<file path="config.mk">
export PLATFORM = sky130hd
export DESIGN_NAME = fifo_bus_sel_rr_arbiter
export DESIGN_NICKNAME = d
export VERILOG_FILES = /design/src/rtl/fifo_bus_sel_rr_arbiter.sv
export SDC_FILE = /design/constraint.sdc
export NUM_CORES = 1
export LEC_CHECK = 0
export BUFFER_PORTS_ARGS = -buffer_cell sky130_fd_sc_hd__buf_2
export CAP_MARGIN = 20
export CORE_ASPECT_RATIO = 0.7
export CORE_MARGIN = 8
export CORE_UTILIZATION = 35
export CTS_CLUSTER_SIZE = 16
export DETAILED_ROUTE_END_ITERATION = 7
export PLACE_DENSITY = 0.61
export SYNTH_ARGS = -nofsm -noshare
export SYNTH_HDL_FRONTEND = slang
export SYNTH_SLANG_ARGS = --single-unit
</file>
<file path="constraint.sdc">
create_clock -name clk -period 4.9 [get_ports clk]
set_input_delay 0.735 -clock clk [delete_from_list [all_inputs] [get_ports clk]]
set_output_delay 0.735 -clock clk [all_outputs]
set_load 0.1 [all_outputs]
</file>
<file path="src/rtl/fifo_bus_sel_rr_arbiter.sv">
// Per-FIFO write-side round-robin arbiter with a packet-locked grant.
// Accepted beats go into a show-ahead buffer that feeds the downstream port.
//
// Ports:
//   clk        rising-edge clock
//   rst_n      asynchronous active-low reset
//   bus_sel    request vector, bit x = fd_x targets this FIFO
//   fd_data    requester x data at [x*DATA_W +: DATA_W]
//   fd_last    requester x last-beat flag
//   fd_ready   accept strobe, only the granted bit can be high
//   out_valid  buffer head valid
//   out_data   buffer head data
//   out_last   buffer head last flag
//   out_ready  downstream pop
//   grant_id   current or most recent granted requester
//   busy       high while a packet grant is held
//   fill       number of buffered entries, 0..DEPTH

module fifo_bus_sel_rr_arbiter #(
    parameter  int PORT_NUM = 4,
    parameter  int DATA_W   = 32,
    parameter  int DEPTH    = 8,
    localparam int CNT_W    = $clog2(DEPTH) + 1,
    localparam int ID_W     = $clog2(PORT_NUM),
    localparam int AW       = $clog2(DEPTH)
) (
    input  logic                       clk,
    input  logic                       rst_n,
    input  logic [PORT_NUM-1:0]        bus_sel,
    input  logic [PORT_NUM*DATA_W-1:0] fd_data,
    input  logic [PORT_NUM-1:0]        fd_last,
    output logic [PORT_NUM-1:0]        fd_ready,
    output logic                       out_valid,
    output logic [DATA_W-1:0]          out_data,
    output logic                       out_last,
    input  logic                       out_ready,
    output logic [ID_W-1:0]            grant_id,
    output logic                       busy,
    output logic [CNT_W-1:0]           fill
);

    typedef enum logic {
        IDLE,
        BUSY
    } state_t;

    state_t            state;
    logic [ID_W-1:0]   rr_ptr;
    logic [ID_W-1:0]   next_id;
    logic [ID_W-1:0]   cand;
    logic              req_any;

    logic [DATA_W-1:0] data_arr [PORT_NUM];
    logic [DATA_W:0]   mem      [DEPTH];
    logic [AW-1:0]     wr_ptr;
    logic [AW-1:0]     rd_ptr;

    logic              full;
    logic              push;
    logic              pop;
    logic              beat_last;

    for (genvar g = 0; g < PORT_NUM; g++) begin : g_slice
        assign data_arr[g] = fd_data[g*DATA_W +: DATA_W];
    end

    // Walk from the farthest candidate back to rr_ptr+1 so that the
    // nearest requester after rr_ptr is the one left in next_id.
    always_comb begin
        next_id = rr_ptr;
        req_any = 1'b0;
        cand    = '0;
        for (int k = PORT_NUM; k >= 1; k--) begin
            cand = ID_W'((int'(rr_ptr) + k) % PORT_NUM);
            if (bus_sel[cand]) begin
                next_id = cand;
                req_any = 1'b1;
            end
        end
    end

    assign full      = (fill == CNT_W'(DEPTH));
    assign busy      = (state == BUSY);
    assign beat_last = fd_last[grant_id];

    // Ready follows the current fill only, so a full buffer refuses a
    // beat even when a pop happens in the same cycle.
    always_comb begin
        fd_ready = '0;
        if (state == BUSY) begin
            fd_ready[grant_id] = ~full;
        end
    end

    assign push = (state == BUSY) & bus_sel[grant_id] & ~full;
    assign pop  = out_valid & out_ready;

    always_ff @(posedge clk or negedge rst_n) begin
        if (!rst_n) begin
            state    <= IDLE;
            rr_ptr   <= ID_W'(PORT_NUM - 1);
            grant_id <= '0;
        end else begin
            unique case (state)
                IDLE: begin
                    if (req_any) begin
                        grant_id <= next_id;
                        state    <= BUSY;
                    end
                end
                BUSY: begin
                    if (push && beat_last) begin
                        rr_ptr <= grant_id;
                        state  <= IDLE;
                    end
                end
                default: state <= IDLE;
            endcase
        end
    end

    always_ff @(posedge clk or negedge rst_n) begin
        if (!rst_n) begin
            wr_ptr <= '0;
            rd_ptr <= '0;
            fill   <= '0;
        end else begin
            if (push) begin
                wr_ptr <= wr_ptr + 1'b1;
            end
            if (pop) begin
                rd_ptr <= rd_ptr + 1'b1;
            end
            unique case ({push, pop})
                2'b10:   fill <= fill + 1'b1;
                2'b01:   fill <= fill - 1'b1;
                default: fill <= fill;
            endcase
        end
    end

    // Storage needs no reset: entries are only observed when fill != 0.
    always_ff @(posedge clk) begin
        if (push) begin
            mem[wr_ptr] <= {beat_last, data_arr[grant_id]};
        end
    end

    assign out_valid = (fill != '0);
    assign out_data  = out_valid ? mem[rd_ptr][DATA_W-1:0] : '0;
    assign out_last  = out_valid ? mem[rd_ptr][DATA_W] : 1'b0;

endmodule

</file>
==> key figures, run 1 <==
Outcome
  • Status: complete, no violations

STA
  • Slew Viols, Final: 0
  • Slew @ Worst Pin: 1030 ps
  • Min cycle time layout: 3660 ps
  • Fin worst setup slack: 1240 ps
  • Period utilization: 74.8%
  • Slew margin rel.: 31.4%
  • Final hold slack: 116 ps
  • F_max: 273 MHz
  • Final setup TNS: 0 ps
  • Fin. Hold Viols: 0
  • Fin Clk Skew: 10.2 ps
  • RSZ-0062 raised after global routing: no
  • Endpoints failing setup: 0

Setup path
  • Top cell family by delay on the critical path: flip-flops
  • Buf/Inv on CP: 2
  • Crit-path cells: buf_12 -> mux4_2 -> mux2i_1 -> nor2_1 -> buf_2
  • Worst setup EP type: primary output
  • CP Max Fanout: 38
  • Worst Path Required: 4160 ps
  • Startpoint Class: register
  • Slowest-stage cell, CP: dfrtp_4
  • Crit path DAT: 2930 ps
  • Largest stage delay on the critical path: 850 ps
  • CP Class: register to primary output

Detailed routing
  • DRC Markers: 0
  • Drt first-iter violations: 431
  • Routed WL: 26900 um
  • First-pass DRT Iterations: 5
  • Antenna Violating Nets Remaining: 0
  • Vias: 6048
  • Routed WL per cell: 22.5 um
  • Vias per cell: 5.05

Placement
  • Pre-CTS setup slack: 1590 ps
  • Placer Congestion: 0.724
  • IO Port Bufs: 183
  • Dpl hpwl: 16500 um

Yosys
  • Synth Net Count: 693
  • Number of warnings issued by yosys: 0
  • Post-synth top flop: edfxtp_1
  • Number of synthesized flops with an enable pin: 264
  • Syn Inst Count: 549
  • Mapped cell area: 11800 um^2
  • Seq/Total Area, Yosys: 70.7%
  • Count of cell types in the netlist: 43
  • Ys async rst share: 5.38%
  • Synth Area per Inst: 21.4 um^2
  • Number of synthesized register bits: 279

Layout
  • NumNets Final: 886
  • # fillers: 2895
  • Share of post-route cells with drive strength above 1: 47.4%
  • Most common cell after layout, fill and taps aside: edfxtp_1
  • Commonest cells after routing, fill and taps aside: 264 x edfxtp_1, 183 x buf_2, 100 x mux4_2, 36 x nor2_1, 34 x mux2i_1
  • Final Core Density: 42.4%
  • Area Overhead vs Synth: 19.9%

CTS
  • Htree depth: 1
  • Total CTS buffers: 27
  • CTS sink cnt: 279
  • CTS Hold Bufs: 0
  • Clock Pin Slew Worst Setup and Hold Paths: 60 ps
  • Clock Tree Root: clkbuf_16
  • Clock buffer depth: 3
  • Post CTS Setup Buffer Count: 0
  • Post-CTS sizing: 0
  • Clock Latency Late Sink: 520 ps
  • CTS tree: built

Floorplanning
  • Die Span X: 235 um
  • Die area: 39800 um^2
  • CORE AREA: 33300 um^2
  • Initial Util: 35.3%
  • IO Pins: 184
  • # rows: 56
  • Die H: 169 um

GRT
  • Grt ovf: 0
  • Vias in the first global route: 6645
  • Largest net degree at the start of global routing: 69
  • Total GRT Usage: 13.4%
  • Initial antenna violation count: 0
  • First-pass GRT wire length: 41200 um

Min path
  • Hold crit path type: input pin to async pin

Job
  • Max_cap viols: 0
==> area by class of cell <==
class | count | area (um^2) | share of cell area (%)
Tap cell | 435 | 544 | 3.86
Sequential cell | 279 | 8320 | 59.0
Multi-Input combinational cell | 233 | 3300 | 23.4
Clock inverter | 15 | 151 | 1.07
Antenna cell | 1 | 2.50 | 0.0177
Inverter | 3 | 13.8 | 0.0976
Timing Repair Buffer | 198 | 1070 | 7.56
Clock buffer | 33 | 698 | 4.95
==> registers in the layout (all words and copies together) (netlist names) <==
name / flops
wr_ptr: 3
fill: 4
rd_ptr: 3
busy: 1
mem: 264
grant_id: 2
rr_ptr: 2
==> per-stage QoR <==
stage | instances | area, um^2
floorplan | 549 | 11800
global placement | 1148 | 13200
detailed placement | 1148 | 13200
CTS | 1196 | 14100
global route | 1196 | 14100
finish | 1197 | 14100
==> synthesized netlist by cell type, drive strengths merged (2+ instances only) <==
library cell / instances / area [um^2]
nor4: 3 / 33.8
o21ai: 2 / 10.0
nor3: 4 / 20.0
dfstp: 2 / 52.6
mux2i: 34 / 340
a21oi: 4 / 20.0
ha: 5 / 62.6
buf: 24 / 160
nor3b: 5 / 37.5
xor2: 5 / 43.8
nor4b: 2 / 23.8
a31oi: 2 / 12.5
inv: 3 / 13.8
edfxtp: 264 / 7930
nand2: 9 / 41.3
dfrtp: 13 / 325
nor2: 37 / 139
xnor2: 4 / 35.0
clkbuf: 10 / 37.5
mux4: 100 / 2250
mux2: 5 / 60.1
==> metal layers <==
metal | vias to the layer above | global-route usage, % | part of all wire [%]
met5 | - | 0 | 0
met3 | 30 | 3.11 | 6.1
met1 | 3153 | 19.0 | 47
met2 | 183 | 21.3 | 46
met4 | 0 | 1.87 | 1.1
li1 | 2682 | - | -
==> cells by family after synthesis <==
logic type | Yosys count | synth area share (%)
AOI/OAI and AO/OA | 11 | 0.575
xor gates and xnor gates | 9 | 0.671
adders and majority gates | 5 | 0.532
buffers and inverters | 37 | 1.80
DFF | 279 | 70.7
muxes | 139 | 22.6
and+or+nand+nor | 69 | 3.19
==> final timing paths <==
path / cells past startpoint / slack, ps / startpoint / to
worst max-delay path: 5 / 1240 / rd_ptr[0]$_DFFE_PN0P_ / out_data[22]
worst min register to register: 1 / 570 / fill[3]$_DFFE_PN0P_ / fill[3]$_DFFE_PN0P_
worst min-delay path: 1 / 120 / rst_n / grant_id[0]$_DFFE_PN0P_
max in group asynchronous: 1 / 4480 / rst_n / rr_ptr[1]$_DFFE_PN1P_
worst max register to register: 5 / 1690 / grant_id[0]$_DFFE_PN0P_ / mem[7][14]$_DFFE_PP_
min in group clk: 3 / 560 / out_ready / rd_ptr[0]$_DFFE_PN0P_
Power of run 1 is left out: the tool's default activity adds up to more than one toggle a clock period on the data nets, which glitch-free logic cannot reach.
==> inputs of run 2 (changes only) <==
clock period = 2.97 ns   (was 4.9 ns; I/O delays follow)
==> run 2 against run 1 <==
Against the previous run:
- final cell count rose by 0.50%
- core utilization rose by 0.83 points
- critical path depth did not move
- design area rose by 2.0%
- via count rose by 0.61%
- sequential share of layout area fell by 1.1 points
- die area did not move
- clock skew barely moved
- setup slack got worse by 1100 ps
- critical endpoint is now out_last
==> key figures, run 2 (synthesis results as in run 1) <==
Layout
  • Biggest regs: mem x264, fill x4
  • Final std cell area, no fill: 14400 um^2
  • Share of post-route cells with drive strength above 1: 49.0%
  • N_diodes: 0
  • Most common cell after layout, fill and taps aside: edfxtp_1
  • NumNets Final: 892
  • Area Overhead vs Synth: 22.3%
  • Top reg by flops: mem
  • # fillers: 2860
  • Post-Layout Cell Count: 1203
  • Largest register FFs: 264
  • Commonest cells after routing, fill and taps aside: 264 x edfxtp_1, 182 x buf_2, 100 x mux4_2, 36 x nor2_1, 34 x mux2i_1

Floorplanning
  • IO Pins: 184
  • # rows: 56
  • Initial Util: 35.3%
  • CORE AREA: 33300 um^2
  • Die area: 39800 um^2
  • Die Span X: 235 um
  • Die H: 169 um

GRT
  • Initial antenna violation count: 0
  • Largest net degree at the start of global routing: 41
  • Grt ovf: 0
  • First-pass GRT wire length: 40600 um
  • Vias in the first global route: 6450
  • Total GRT Usage: 13.3%

Placement
  • Dpl hpwl: 16800 um
  • Placed Cells: 1152
  • Placer Congestion: 0.740
  • IO Port Bufs: 183
  • DP Area: 13500 um^2

Detailed routing
  • Drt first-iter violations: 377
  • Routed WL per cell: 22.5 um
  • DRC Markers: 0
  • Vias: 6085
  • First-pass DRT Iterations: 6
  • Antenna Violating Nets Remaining: 0
  • Routed WL: 27000 um
  • Vias per cell: 5.06

STA
  • Final setup TNS: 0 ps
  • F_max: 348 MHz
  • Slew @ Worst Pin: 673 ps
  • RSZ-0062 raised after global routing: no
  • Fin. Hold Viols: 0
  • Period utilization: 96.6%
  • Slew Viols, Final: 0
  • Endpoints failing setup: 0
  • Fin Clk Skew: 9.76 ps
  • Min cycle time layout: 2870 ps
  • Slew margin rel.: 55.2%

Outcome
  • Status: complete, no violations

Setup path
  • CP Class: register to primary output
  • Crit path DAT: 2420 ps
  • Worst setup EP type: primary output
  • Startpoint Class: register
  • CP Max Fanout: 21
  • Worst Path Required: 2520 ps
  • FF-to-FF path depth: 10

CTS
  • Clock Tree Root: clkbuf_16
  • Htree depth: 1
  • Clock Pin Slew Worst Setup and Hold Paths: 60 ps
  • Clock Latency Late Sink: 540 ps
  • Total CTS buffers: 26
  • CTS tree: built
  • Clock buffer depth: 3
  • CTS sink cnt: 279

Min path
  • Hold crit path type: input pin to register
  • Hold path depth: 3

Job
  • Max_cap viols: 0
[run 2: final cells by class]
class	count	area (um^2)	share of cell area (%)
Clock inverter	17	215	1.50
Timing Repair Buffer	205	1260	8.74
Inverter	3	16.3	0.113
Multi-Input combinational cell	233	3350	23.3
Clock buffer	31	669	4.66
Sequential cell	279	8330	57.9
Tap cell	435	544	3.79
[run 2: repair_timing]
| action | in CTS | in global routing |
|---|---|---|
| gates resized for setup | 1 | 2 |
| setup buffers | 2 | 0 |
| hold endpoints to repair | 13 | 0 |
| pin swaps | 0 | 0 |
| endpoints found under the setup margin | 14 | 3 |
| hold buffers | 1 | 0 |
[run 2: worst paths after layout]
kind,startpoint,to,slack [ps]
max,rd_ptr[0]$_DFFE_PN0P_,out_last,100
min,bus_sel[2],grant_id[0]$_DFFE_PN0P_,280
max reg2reg,fill[0]$_DFFE_PN0P_,fill[2]$_DFFE_PN0P_,340
min reg2reg,fill[3]$_DFFE_PN0P_,fill[3]$_DFFE_PN0P_,530
max in group asynchronous,rst_n,rd_ptr[0]$_DFFE_PN0P_,2290
min in group asynchronous,rst_n,grant_id[0]$_DFFE_PN0P_,360
[run 2: worst max-delay path, cell delays in order (launching register included)]
cell and delay (ps):
dfrtp_4 510, buf_12 230, mux4_2 510, mux2i_1 260, nor2_1 60, buf_2 310
[run 2: routing by layer]
layer | vias to the layer above | global-route usage (%) | wire length (um)
li1 | 2701 | - | -
met1 | 3192 | 18.0 | 12300
met2 | 164 | 22.6 | 13200
met3 | 28 | 2.61 | 1270
met4 | 0 | 2.17 | 338
met5 | - | 0 | 0
[run 2: stage by stage]
stage | hold slack, ps | util, % | setup WS [ps]
after floorplan | 150 | - | 12.0
after global placement | 387 | 40.4 | 356
after detailed placement | 389 | 40.4 | 305
after CTS | 262 | 43.2 | 43.2
after global routing | 282 | 43.2 | 6.25
final | 279 | 43.2 | 100
Power of run 2 is left out for the same reason.
==> inputs of run 3 (changes only) <==
BUFFER_PORTS_ARGS = not set   (was -buffer_cell sky130_fd_sc_hd__buf_2)
DONT_BUFFER_PORTS = 1   (was not set)
PLACE_DENSITY = 0.56   (was 0.61)
==> run 3 against run 2 <==
Against the previous run:
- clock-buffer cell count unchanged
- highest routed layer unchanged
- flip-flop and latch count is the same
- critical path type unchanged
- sequential share of layout area rose by 1.9 points
==> key figures, run 3 (synthesis results as in run 1) <==
Outcome
  • Status: complete, no violations

GRT
  • Initial antenna violation count: 7
  • First-pass GRT wire length: 40800 um
  • Grt ovf: 0
  • Largest net degree at the start of global routing: 41
  • Vias in the first global route: 6192
  • Total GRT Usage: 13.7%

STA
  • Fin. Hold Viols: 0
  • RSZ-0062 raised after global routing: no
  • F_max: 350 MHz
  • Period utilization: 96.1%
  • Final setup TNS: 0 ps
  • Min cycle time layout: 2850 ps
  • Slew @ Worst Pin: 1040 ps
  • Fin Clk Skew: 7.37 ps
  • Endpoints failing setup: 0
  • Slew margin rel.: 30.6%
  • Slew Viols, Final: 0

Detailed routing
  • Vias per cell: 5.27
  • DRC Markers: 0
  • Routed WL: 27500 um
  • Antenna Violating Nets Remaining: 0
  • Routed WL per cell: 25.6 um
  • Drt first-iter violations: 415
  • Vias: 5666
  • First-pass DRT Iterations: 4

Layout
  • Top reg by flops: mem
  • Most common cell after layout, fill and taps aside: edfxtp_1
  • Biggest regs: mem x264, fill x4
  • NumNets Final: 758
  • Largest register FFs: 264
  • Share of post-route cells with drive strength above 1: 43.6%
  • Area Overhead vs Synth: 18.4%
  • Commonest cells after routing, fill and taps aside: 264 x edfxtp_1, 100 x mux4_2, 57 x buf_4, 34 x mux2i_1, 33 x nor2_2

CTS
  • Clock buffer depth: 3
  • Total CTS buffers: 28
  • Clock Latency Late Sink: 540 ps
  • Clock Pin Slew Worst Setup and Hold Paths: 60 ps
  • Clock Tree Root: clkbuf_16
  • Htree depth: 1
  • CTS tree: built
  • CTS sink cnt: 279

Floorplanning
  • Die H: 169 um
  • Initial Util: 35.3%
  • CORE AREA: 33300 um^2
  • Die Span X: 235 um
  • # rows: 56
  • Die area: 39800 um^2
  • IO Pins: 184

Min path
  • Hold crit path type: input pin to register

Setup path
  • Crit path DAT: 2410 ps
  • Startpoint Class: register
  • CP Class: register to primary output
  • Worst Path Required: 2520 ps
  • CP Max Fanout: 33
  • Worst setup EP type: primary output

Placement
  • IO Port Bufs: 0
  • Dpl hpwl: 17200 um
  • Placer Congestion: 0.771

Job
  • Max_cap viols: 0
==> run 3: cell count changes in the layout (fill, tap and decap cells not counted), moves of 2 or more <==
cell	previous run	this run
buf_4	6	57
buf_12	13	9
clkbuf_16	26	29
clkinvlp_4	0	3
nor2_2	0	33
clkinv_2	6	3
clkinv_1	5	8
diode_2	0	4
nor2_1	36	3
bufinv_16	5	3
buf_2	182	0
clkinv_4	0	2
clkbuf_1	5	2
==> run 3: through the flow <==
step                      setup slack [ps]  instances  util (%)  hold slack, ps  cell area, um^2
after floorplan                       12.0        549         -             150            11900
after global routing                  8.30       1075      41.8             120            13900
after detailed placement               278       1017      38.9             150            12900
after global placement                 314       1017      38.9             150            12900
final                                  116       1075      41.8             133            13900
after CTS                             44.1       1071      41.8            95.2            13900
==> run 3: what timing repair did <==
item                                   CTS  global route
buffers inserted                         1             0
gates resized for setup                  1             0
endpoints found under the hold margin   15             0
hold buffers                             1             0
setup endpoints to repair                4             0
==> run 3: worst max-delay path, cell delays in order, from the launching register on <==
cell     delay [ps]
dfrtp_2         400
buf_4           250
nor4_4          450
buf_12          340
nor2_2          140
buf_4           260
==> run 3: cell type report <==
cell class | instances | area, um^2
clock inverter | 21 | 195
sequential | 279 | 8330
fill | 2856 | 19400
timing repair buffer | 69 | 644
antenna | 4 | 10.0
clock buffer | 31 | 733
inverter | 3 | 16.3
tap | 435 | 544
multi-input combinational | 233 | 3440
==> run 3: final timing paths <==
kind                                    startpoint                 endpoint  slack [ps]  cells past startpoint
setup / recovery               fill[1]$_DFFE_PN0P_              out_data[6]         120                      5
hold / removal                          bus_sel[2]  grant_id[0]$_DFFE_PN0P_         130                      2
setup reg to reg           grant_id[1]$_DFFE_PN0P_      mem[7][0]$_DFFE_PP_         350                      5
hold reg to reg                fill[3]$_DFFE_PN0P_      fill[3]$_DFFE_PN0P_         550                      1
max in group asynchronous                    rst_n    rd_ptr[1]$_DFFE_PN0P_        2050                      1
min in group asynchronous                    rst_n  grant_id[0]$_DFFE_PN0P_         400                      1
==> run 3: routing by layer <==
metal / GRT usage, % / part of all wire (%)
met5: 0 / 0
met4: 3.77 / 2.3
met3: 3.00 / 5.8
met2: 22.4 / 48
met1: 18.3 / 43
Power of run 3 is left out for the same reason.
